===== src/rtl/gpio_arb_seq_if.sv =====
// gpio_arb_seq_if: AHB-Lite bus between the gpio_arb_seq sequencer and the GPIO slave.
interface gpio_arb_seq_if;
    logic        HSEL;
    logic        HWRITE;
    logic [1:0]  HTRANS;
    logic [31:0] HADDR;
    logic [31:0] HWDATA;
    logic        HREADY;
    logic        HREADYOUT;
    logic [31:0] HRDATA;
    logic        PARITYERR;
    modport master (
        output HSEL, HWRITE, HTRANS, HADDR, HWDATA, HREADY,
        input  HREADYOUT, HRDATA, PARITYERR
    );
    modport slave (
        input  HSEL, HWRITE, HTRANS, HADDR, HWDATA, HREADY,
        output HREADYOUT, HRDATA, PARITYERR
    );
endinterface


===== src/rtl/gpio_arb_seq.sv =====
// gpio_arb_seq: round-robin arbiter for two requesters issuing single AHB-Lite transfers to a GPIO slave.
// Define GPIO_ARB_PARITY_CHK_EN to flag slave parity errors on reads and expose PERR_CNT.
module gpio_arb_seq #(
    parameter logic [31:0] BASE_ADDR = 32'h5300_0000,
    parameter int          TIMEOUT   = 16
) (
    input  logic        HCLK,
    input  logic        HRESETn,
    input  logic        REQ0,
    input  logic        REQ1,
    input  logic        WR0,
    input  logic        WR1,
    input  logic [7:0]  OFS0,
    input  logic [7:0]  OFS1,
    input  logic [31:0] WDATA0,
    input  logic [31:0] WDATA1,
    output logic        ACK0,
    output logic        ACK1,
    output logic [31:0] RDATA,
    output logic        ERR,
`ifdef GPIO_ARB_PARITY_CHK_EN
    output logic [15:0] PERR_CNT,
`endif
    gpio_arb_seq_if.master ahb
);
    typedef enum logic [1:0] {IDLE, ADDR, DATA, RESP} state_t;
    state_t      state;
    logic        ptr, gnt, pick, pe, expired;
    logic [7:0]  wcnt, ofs_pick;
    logic [31:0] wdata_l;
    // ptr holds the last grant, so a tie goes to the other requester
    assign pick = (REQ0 && REQ1) ? ~ptr : REQ1;
    assign ofs_pick = pick ? OFS1 : OFS0;
    assign expired = !ahb.HREADYOUT && (wcnt == 8'(TIMEOUT - 1));
    assign ahb.HREADY = (state == DATA) ? ahb.HREADYOUT : 1'b1;
`ifdef GPIO_ARB_PARITY_CHK_EN
    assign pe = ahb.PARITYERR && !ahb.HWRITE;
`else
    logic unused_parity;
    assign unused_parity = ahb.PARITYERR;
    assign pe = 1'b0;
`endif
    always_ff @(posedge HCLK or negedge HRESETn) begin
        if (!HRESETn) begin
            state      <= IDLE;
            ptr        <= 1'b1;
            gnt        <= 1'b0;
            wcnt       <= '0;
            wdata_l    <= '0;
            ahb.HSEL   <= 1'b0;
            ahb.HTRANS <= 2'b00;
            ahb.HWRITE <= 1'b0;
            ahb.HADDR  <= '0;
            ahb.HWDATA <= '0;
            ACK0       <= 1'b0;
            ACK1       <= 1'b0;
            ERR        <= 1'b0;
            RDATA      <= '0;
`ifdef GPIO_ARB_PARITY_CHK_EN
            PERR_CNT   <= '0;
`endif
        end else begin
            case (state)
                IDLE: if (REQ0 || REQ1) begin
                    state      <= ADDR;
                    gnt        <= pick;
                    ptr        <= pick;
                    wdata_l    <= pick ? WDATA1 : WDATA0;
                    ahb.HSEL   <= 1'b1;
                    ahb.HTRANS <= 2'b10;
                    ahb.HWRITE <= pick ? WR1 : WR0;
                    ahb.HADDR  <= {BASE_ADDR[31:8], ofs_pick & 8'hfc};
                end
                ADDR: begin
                    state      <= DATA;
                    wcnt       <= '0;
                    ahb.HSEL   <= 1'b0;
                    ahb.HTRANS <= 2'b00;
                    ahb.HWDATA <= wdata_l;
                end
                DATA: begin
                    wcnt <= ahb.HREADYOUT ? wcnt : wcnt + 8'd1;
                    if (ahb.HREADYOUT || expired) begin
                        state <= RESP;
                        ACK0  <= !gnt;
                        ACK1  <= gnt;
                        ERR   <= expired || pe;
                        RDATA <= expired ? '0 : ahb.HWRITE ? RDATA : ahb.HRDATA;
`ifdef GPIO_ARB_PARITY_CHK_EN
                        if (ahb.HREADYOUT && pe && PERR_CNT != 16'hffff) PERR_CNT <= PERR_CNT + 16'd1;
`endif
                    end
                end
                default: begin
                    state <= IDLE;
                    ACK0  <= 1'b0;
                    ACK1  <= 1'b0;
                    ERR   <= 1'b0;
                end
            endcase
        end
    end
endmodule

===== src/flat_wrapper.sv =====
// flat-port wrapper written by rule: the top's interface ports become plain ports
module gpio_arb_seq_flat 
#(
    parameter logic [31:0] BASE_ADDR = 32'h5300_0000,
    parameter int          TIMEOUT   = 16
)
  (HCLK, HRESETn, REQ0, REQ1, WR0, WR1, OFS0, OFS1, WDATA0, WDATA1, ACK0, ACK1, RDATA, ERR, ahb_HSEL, ahb_HWRITE, ahb_HTRANS, ahb_HADDR, ahb_HWDATA, ahb_HREADY, ahb_HREADYOUT, ahb_HRDATA, ahb_PARITYERR);
  gpio_arb_seq_if ahb_i ();
  input  logic HCLK;
  input  logic HRESETn;
  input  logic REQ0;
  input  logic REQ1;
  input  logic WR0;
  input  logic WR1;
  input  logic [7:0] OFS0;
  input  logic [7:0] OFS1;
  input  logic [31:0] WDATA0;
  input  logic [31:0] WDATA1;
  output logic ACK0;
  output logic ACK1;
  output logic [31:0] RDATA;
  output logic ERR;
  output wire logic [$bits(ahb_i.HSEL)-1:0] ahb_HSEL;
  output wire logic [$bits(ahb_i.HWRITE)-1:0] ahb_HWRITE;
  output wire logic [$bits(ahb_i.HTRANS)-1:0] ahb_HTRANS;
  output wire logic [$bits(ahb_i.HADDR)-1:0] ahb_HADDR;
  output wire logic [$bits(ahb_i.HWDATA)-1:0] ahb_HWDATA;
  output wire logic [$bits(ahb_i.HREADY)-1:0] ahb_HREADY;
  input wire logic [$bits(ahb_i.HREADYOUT)-1:0] ahb_HREADYOUT;
  input wire logic [$bits(ahb_i.HRDATA)-1:0] ahb_HRDATA;
  input wire logic [$bits(ahb_i.PARITYERR)-1:0] ahb_PARITYERR;
  assign ahb_HSEL = ahb_i.HSEL;
  assign ahb_HWRITE = ahb_i.HWRITE;
  assign ahb_HTRANS = ahb_i.HTRANS;
  assign ahb_HADDR = ahb_i.HADDR;
  assign ahb_HWDATA = ahb_i.HWDATA;
  assign ahb_HREADY = ahb_i.HREADY;
  assign ahb_i.HREADYOUT = ahb_HREADYOUT;
  assign ahb_i.HRDATA = ahb_HRDATA;
  assign ahb_i.PARITYERR = ahb_PARITYERR;
  gpio_arb_seq #(.BASE_ADDR(BASE_ADDR), .TIMEOUT(TIMEOUT)) u_core (.HCLK(HCLK), .HRESETn(HRESETn), .REQ0(REQ0), .REQ1(REQ1), .WR0(WR0), .WR1(WR1), .OFS0(OFS0), .OFS1(OFS1), .WDATA0(WDATA0), .WDATA1(WDATA1), .ACK0(ACK0), .ACK1(ACK1), .RDATA(RDATA), .ERR(ERR), .ahb(ahb_i));
endmodule

===== config.mk =====
export PLATFORM = sky130hd
export DESIGN_NAME = gpio_arb_seq_flat
export DESIGN_NICKNAME = d
export VERILOG_FILES = /design/src/rtl/gpio_arb_seq_if.sv /design/src/rtl/gpio_arb_seq.sv /design/src/flat_wrapper.sv
export SDC_FILE = /design/constraint.sdc
export NUM_CORES = 1
export LEC_CHECK = 0
export CORE_MARGIN = 2
export CORE_UTILIZATION = 38
export DETAILED_ROUTE_END_ITERATION = 8
export PLACE_DENSITY = 0.78
export RECOVER_POWER = 25
export SLEW_MARGIN = 5
export SYNTH_ARGS = -nofsm -noshare
export SYNTH_HDL_FRONTEND = slang
export SYNTH_SLANG_ARGS = --single-unit
export TNS_END_PERCENT = 30

===== constraint.sdc =====
create_clock -name HCLK -period 2.2 [get_ports HCLK]
set_clock_uncertainty 0.2 [all_clocks]
set_input_delay 0.44 -clock HCLK [delete_from_list [all_inputs] [get_ports HCLK]]
set_output_delay 0.44 -clock HCLK [all_outputs]
set_load 0.005 [all_outputs]

After elaboration in Yosys (flattened, before gate mapping)
Index checks and enable logic that the tools add are counted.

word-level totals
  bits in read-only memories = 0
  register bits after elaboration = 122
  input bits = 120
  bits in latches = 0
  bits in writable memories = 0
  word-level logic and storage cells = 62
  memories kept = 0
  output and inout bits = 104

operators by class
  bitwise operators = 2
  multiply operators = 0
  multiplexer cells = 22
  magnitude comparators = 0
  div/mod/pow operators = 0
  equal/unequal tests = 7
  reduce and logical (&&, ||, !) cells = 16
  shift-type cells = 0
  $add $sub $neg = 1

operators with widths
  kind                                                 number
  2-to-1 mux 32 bit                                    3
  2-to-1 mux 8 bit                                     2
  case mux 8 bit (2 select lines)                      1
  AND reduction 2 bit                                  5
  adder 8 x 1 -> 8 bit, second input constant          1
  equality test 8 x 4 -> 1 bit, second input constant  1
  case mux 1 bit (2 select lines)                      4
  2-to-1 mux 1 bit                                     7
  2-to-1 mux 2 bit                                     3
  != test 2 bit, second input constant                 3
  case mux 2 bit (3 select lines)                      1
  case mux 2 bit (2 select lines)                      1
  nonzero test 2 bit                                   2
  AND reduction 3 bit                                  1
  equality test 2 x 1 -> 1 bit, second input constant  1
  equality test 2 bit, second input constant           1
  logical AND 1 bit                                    2
  zero test 1 bit                                      2
  zero test 2 bit                                      1
  logical OR 1 bit                                     2
  != test 2 x 1 -> 1 bit, second input constant        1
  inverter 1 bit                                       2
  OR reduction 2 bit                                   1

Logic depth before layout (Yosys ltp)
Gate-level depths: netlist (run 1).

  depth after elaboration = 5
  gate-level depth with buffers = 8
  gate-level depth less buffers = 7

Worst setup path after synthesis (run 1)
Ideal clock, no wire load.

  path type = reg2reg
  from = register u_core.wcnt[5]
  to = register u_core.ACK0
  arrival = 1.760 ns
  setup slack = 0.115 ns
  data required time = 1.875 ns
  library setup time = 0.125 ns
  buffers on the path = 0
  stages on the path, launching flop included = 5
  period minus slack after synthesis = 2.085 ns
  path through = dfrtp_1 -> or4_4 -> o21a_1 -> or3_4 -> mux2_4

between the ends
  word-level cells in the longest chain between the ends = 5

RTL lines
  element                        line                text
  start, declared                gpio_arb_seq.sv:29  logic [7:0] wcnt, ofs_pick;
  start signal, assigned         gpio_arb_seq.sv:82  wcnt <= ahb.HREADYOUT ? wcnt : wcnt + 8'd1;
  equality test 8 x 4 -> 1 bit   gpio_arb_seq.sv:34  assign expired = !ahb.HREADYOUT && (wcnt == 8'(TIMEOUT - 1));
  logical AND 1 bit              gpio_arb_seq.sv:34
  logical OR 1 bit               gpio_arb_seq.sv:83  if (ahb.HREADYOUT || expired) begin
  != test 2 bit (no line)        --
  AND reduction 2 bit (no line)  --
  end signal, assigned           gpio_arb_seq.sv:85  ACK0 <= !gnt;
  end, declared                  gpio_arb_seq.sv:17  output logic ACK0,

No other way between the ends.
A chain may end at the register's enable or synchronous reset.

Worst setup path in the final report (run 1)
Same ends and word-level chain as after synthesis.

==> flow_summary.json, run 1 <==
{
  "num-nets-final": 756,
  "hold_viol_final": 0,
  "yosysSeqAreaShare_pct": 58.6,
  "totalPowerFinal_mw": 10.1,
  "ys_warn_count": 0,
  "dieWidth_um": 120,
  "crit_type": "reg -> reg",
  "diodes": 0,
  "yosysUniqueCellTypes": 36,
  "cp_slowest_cell": "or4_4",
  "critPathMaxFanout": 4,
  "grt_overflow_total": 0,
  "core_um2": 13200,
  "dr.first_iter.drc_count": 121,
  "cts_htree_levels": 4,
  "hold_path_class": "reg -> reg",
  "yosysTopAreaCellShare_pct": 58.1,
  "root_buffer": "clkbuf_16",
  "reg2reg_slack_ns": 0.09,
  "ant_nets": 0,
  "netlist_area_um2": 5130,
  "cp_data_required_time_ns": 2.30,
  "rsz0062_at_grt": "false",
  "power_leakage_nw": 3.54,
  "r2r_cells": 4,
  "critPathTopFamily": "simple AND/OR/NAND/NOR gates",
  "area_growth_pct": 54.2,
  "status": "complete, no violations",
  "grt_pass1_wl_um": 20700,
  "multi_input_area_um2": 1940,
  "drv_cap": 0,
  "fp.dieH_um": 120,
  "wl_per_cell_um": 15.5,
  "dp_slack_ns": -0.102,
  "syn_avg_cell_area_um2": 12.2,
  "wl_um": 12700,
  "synthTopCellsByArea": "dfrtp_1, mux2i_1, mux2_2",
  "cp-end-kind": "register",
  "power_density_nw_per_um2": 1280,
  "clk-insertion-delay-late_ns": 0.41,
  "slowest_delay_ns": 0.54,
  "clockBufferDepth": 2,
  "tightest_slew_ns": 0.896,
  "rows": 42,
  "ys_ff_latch": 120,
  "finalSetupTns_ns": 0,
  "final_area_um2": 7910,
  "clock-sinks": 120,
  "antenna_found_initial": 0,
  "gp_congestion": 0.808,
  "setup_viol": 0,
  "ios": 224,
  "numCtsBuffers": 17,
  "slew_violations": 0,
  "grt_pass1_vias": 4145,
  "rr_endpoint": "u_core.ACK0",
  "critPathLaunchType": "register",
  "drc": 0,
  "io_buffers": 195,
  "peakVddDrop_mv": 0.599,
  "grt_max_degree": 66,
  "setup_ws_ns": 0.0916,
  "critPathCapture": "u_core.ACK0",
  "crit_buf_inv": 0,
  "clk_pin_slew_ns": 0.05,
  "dp_hpwl_um": 9160,
  "maxSlewHeadroom_pct": 40.3,
  "timing.final.crit_share_pct": 95.8,
  "crit_chain": "or4_4 -> o21a_1 -> or3_4 -> mux2_4",
  "via_per_inst": 4.79,
  "synth_top_cell_by_area": "dfrtp_1",
  "min-delay-start": "u_core.wdata_l[25]",
  "register_area_um2": 3000,
  "grtUsageTotal_pct": 18.7,
  "cp.arrival_ns": 2.21,
  "initial_core_util_pct": 38.9,
  "fin_crit_ns": 2.11,
  "r2r_start": "u_core.wcnt[5]",
  "drive_gt1_share_pct": 14.8,
  "dr.pass1.iters": 4,
  "syn_inst": 421,
  "dieArea_um2": 14400,
  "fillers": 1073,
  "max_freq_mhz": 474,
  "cts_tree": "yes",
  "place_area_um2": 7360,
  "startpoint": "u_core.wcnt[5]",
  "whs_ns": 0.273,
  "crit_cells": 4,
  "vias": 3911
}
[metal layers]
metal / track usage [%] / routed length [um]
met1: 21.7 / 5060
met2: 30.9 / 6210
met3: 7.17 / 1170
met4: 8.09 / 247
met5: 0 / 0
[state kept, by name, indices dropped and copies added, names as in the netlist, 2 cells and up]
register           count
u_core.wcnt            8
u_core.ahb.HWDATA     32
u_core.RDATA          32
u_core.ahb.HADDR       7
u_core.wdata_l        32
u_core.state           2
[placed cells by master (no fill, tap or decap), types with 2 or more instances in the layout]
master	count
o31ai_1	2
ha_1	3
clkinv_2	4
nand2b_1	2
nand3_1	3
a22o_1	34
nor2_1	5
clkdlybuf4s50_1	193
buf_4	18
nand4_1	2
o211ai_1	2
clkbuf_8	4
mux2i_1	41
conb_1	23
dfrtp_1	119
nor2b_1	4
nand2_1	47
o21ai_0	44
or4_1	2
clkbuf_1	5
mux2_2	33
inv_1	3
clkbuf_16	17
buf_12	5
a21oi_1	2
[final cells by class]
type	instances	share of cell area [%]
clock inverter	4	0.253
clock buffer	25	6.27
sequential	120	38.0
timing repair buffer	221	27.9
inverter	4	0.190
multi-input combinational	267	24.6
tap	176	2.79
[tightest hold or removal path, cell delays in order (launching register included)]
cell	delay [ns]
dfrtp_1	0.34
nand2_1	0.04
o21ai_0	0.06
[metrics by stage]
stage	instances	util (%)
floorplan	443	-
global placement	785	55.8
detailed placement	785	55.8
CTS	816	59.9
global route	817	59.9
finish	817	59.9
[where the power goes]
part	leakage [nW]	internal (mW)	switching, mW	total, mW
combinational	1.78	2.41	1.52	3.93
sequential	1.50	3.21	0.564	3.77
clock	0.259	1.53	0.897	2.42
[worst min-delay path by stage]
stage,endpoint,slack [ns],depth (start not counted)
floorplan,u_core.ACK0,-0.06,0
global placement,u_core.RDATA[11],0.22,1
detailed placement,u_core.RDATA[3],0.23,1
CTS,u_core.wdata_l[17],0.28,2
global route,u_core.wdata_l[14],0.31,2
finish,u_core.wdata_l[25],0.27,2
[cells in the mapped netlist, drive strengths merged]
library cell / n
nand4: 2
a31oi: 1
a21boi: 1
nor3: 2
nor2: 5
o211ai: 2
nand2b: 2
o31ai: 2
buf: 33
inv: 4
a22o: 34
o32a: 1
or3: 1
nand2: 47
and3b: 1
o21ai: 46
nor3b: 1
nand3: 3
or4: 3
nor4: 1
clkbuf: 19
dfrtp: 119
conb: 1
nor2b: 5
o21a: 1
xor2: 1
a21oi: 2
dfstp: 1
mux2: 34
mux2i: 41
ha: 5
[timing repair]
action / CTS / global route
setup endpoints to repair: 1 / 2
cloned: 0 / 0
setup buffers: 1 / 1
resized for setup: 5 / 3
hold buffers: 1 / 0
endpoints found under the hold margin: 35 / 0
[kinds of logic after synthesis]
family / count (synthesis) / synth area share (%)
DFF: 120 / 58.6
AOI/OAI and AO/OA: 90 / 11.7
muxes: 75 / 15.5
and+or+nand+nor: 73 / 6.56
buffers and inverters: 56 / 6.17
adders and majority gates: 5 / 1.22
other: 1 / 0.0731
xor gates and xnor gates: 1 / 0.171
(Power assumes the default switching activity.)
==> run 2, diff against run 1 <==
Settings changed: GPL_ROUTABILITY_DRIVEN set to 0, HOLD_SLACK_MARGIN set to 0.05.
==> results of run 2 <==
The final DEF is identical to that of run 1; final timing and power are the same.
==> run 3, diff against run 2 <==
Settings changed: RECOVER_POWER 25 to 50.
==> run 3 against run 2 <==
Compared with the run above: combinational power about the same; final area fell by 0.22%; via count hardly changed; critical endpoint unchanged; global-route usage stayed put; sequential share of layout area grew 0.084 points; flip-flop and latch count stayed put; register-to-register slack about the same; highest routed layer unchanged; sequential power hardly changed.
==> flow_summary.json, run 3 (synthesis gave the netlist of run 1 again) <==
{
  "status": "complete, no violations",
  "power_leakage_nw": 3.53,
  "dr.first_iter.drc_count": 99,
  "critPathLaunchType": "register",
  "grtUsageTotal_pct": 18.7,
  "rsz0062_at_grt": "false",
  "slowest_delay_ns": 0.55,
  "root_buffer": "clkbuf_16",
  "wl_per_cell_um": 15.5,
  "grt_pass1_vias": 4145,
  "vias": 3910,
  "timing.final.crit_share_pct": 95.8,
  "register_area_um2": 3000,
  "numCtsBuffers": 17,
  "swShare_pct": 29.5,
  "dr.pass1.iters": 4,
  "hold_path_class": "reg -> reg",
  "power_frac_seq_pct": 37.4,
  "fp.dieH_um": 120,
  "dieArea_um2": 14400,
  "ios": 224,
  "crit_type": "reg -> reg",
  "clk-insertion-delay-late_ns": 0.41,
  "final_area_um2": 7890,
  "slew_violations": 0,
  "fin_crit_ns": 2.11,
  "hold_viol_final": 0,
  "top_regs": "u_core.RDATA: 32 flops, u_core.ahb.HWDATA: 32 flops, u_core.wdata_l: 32 flops",
  "cp_data_required_time_ns": 2.30,
  "antenna_found_initial": 0,
  "drive_gt1_share_pct": 14.5,
  "area_growth_pct": 53.8,
  "tightest_slew_ns": 0.896,
  "reg2reg_slack_ns": 0.09,
  "totalPowerFinal_mw": 10.1,
  "p_comb_share_pct": 38.6,
  "grt_overflow_total": 0,
  "critPathMaxFanout": 4,
  "power_density_nw_per_um2": 1280,
  "p_int_mw": 7.11,
  "dieWidth_um": 120,
  "clockBufferDepth": 2,
  "cp-end-kind": "register",
  "crit_chain": "or4_4 -> o21a_1 -> or3_4 -> mux2_4",
  "rows": 42,
  "dp_hpwl_um": 9160,
  "wl_um": 12700,
  "drv_cap": 0,
  "critPathTopFamily": "simple AND/OR/NAND/NOR gates",
  "cp.arrival_ns": 2.21,
  "fillers": 1078,
  "multi_input_area_um2": 1940,
  "initial_core_util_pct": 38.9,
  "core_um2": 13200,
  "via_per_inst": 4.79,
  "cts_tree": "yes",
  "p_sw_mw": 2.98,
  "place_area_um2": 7360,
  "cts_htree_levels": 4,
  "diodes": 0,
  "io_buffers": 195,
  "drc": 0,
  "final_common_cell": "clkdlybuf4s50_1",
  "clock-sinks": 120,
  "setup_viol": 0,
  "ant_nets": 0,
  "maxSlewHeadroom_pct": 40.3,
  "layout_common_cells": "clkdlybuf4s50_1, dfrtp_1, nand2_1, o21ai_0, mux2i_1",
  "max_freq_mhz": 474,
  "num-nets-final": 756,
  "peakVddDrop_mv": 0.595,
  "grt_pass1_wl_um": 20700,
  "clockPowerShare_pct": 24.0,
  "grt_max_degree": 66,
  "crit_buf_inv": 0,
  "cp_slowest_cell": "or4_4",
  "clk_pin_slew_ns": 0.05
}
-- run 3: cell count changes in the layout (fill, tap and decap cells not counted), sizes merged --
cell	change
buf	-2
clkbuf	+2
-- run 3: tightest hold or removal path, stage by stage (launching register included) --
cell     delay (ns)
dfrtp_1        0.34
nand2_1        0.04
o21ai_0        0.06
-- run 3: power by group through the flow --
| stage | clock network, mW | logic, mW | registers (mW) |
|---|---|---|---|
| floorplan | 0 | 1.80 | 3.73 |
| global placement | 0 | 3.83 | 3.72 |
| detailed placement | 0 | 3.92 | 3.79 |
| CTS | 2.49 | 3.99 | 3.77 |
| global route | 2.60 | 4.30 | 3.90 |
| finish | 2.42 | 3.90 | 3.77 |
-- run 3: worst paths after layout --
path / end / depth (start not counted) / start
worst min register to register: u_core.wdata_l[25] / 2 / u_core.wdata_l[25]
min in group asynchronous: u_core.ahb.HWDATA[6] / 2 / HRESETn
worst max-delay path: u_core.ACK0 / 4 / u_core.wcnt[5]
worst max register to register: u_core.ACK0 / 4 / u_core.wcnt[5]
max in group asynchronous: u_core.ahb.HWDATA[24] / 3 / HRESETn
worst min-delay path: u_core.wdata_l[25] / 2 / u_core.wdata_l[25]
-- run 3: repair_timing --
item	in CTS	in global routing
buffers inserted	1	1
setup endpoints to repair	1	2
gates resized for setup	5	3
endpoints found under the hold margin	35	0
hold buffers	1	0
-- run 3: through the flow --
step                hold slack, ns  utilization (%)  setup TNS (ns)  instances  setup WS [ns]
floorplan                  -0.0556                -               0        443          0.115
global placement             0.219             55.8          -0.172        785        -0.0931
detailed placement           0.228             55.8          -0.195        785         -0.102
CTS                          0.277             59.9               0        816        0.00319
global route                 0.308             59.8               0        817         0.0164
finish                       0.273             59.8               0        817         0.0917
-- run 3: layout make-up --
class                   count  share of cell area [%]
multi-input cells         267                    24.6
repair buffers            221                    27.8
clock inverters             4                   0.254
well taps                 176                    2.79
inverters                   4                   0.190
flip-flops and latches    120                    38.1
clock buffers              25                    6.28
-- run 3: metal layers --
metal | up-vias | share of wire, % | GRT usage, %
met4 | 0 | 1.9 | 8.09
met2 | 172 | 49 | 30.9
li1 | 1852 | - | -
met5 | - | 0 | 0
met1 | 1867 | 40 | 21.7
met3 | 19 | 9.2 | 7.17
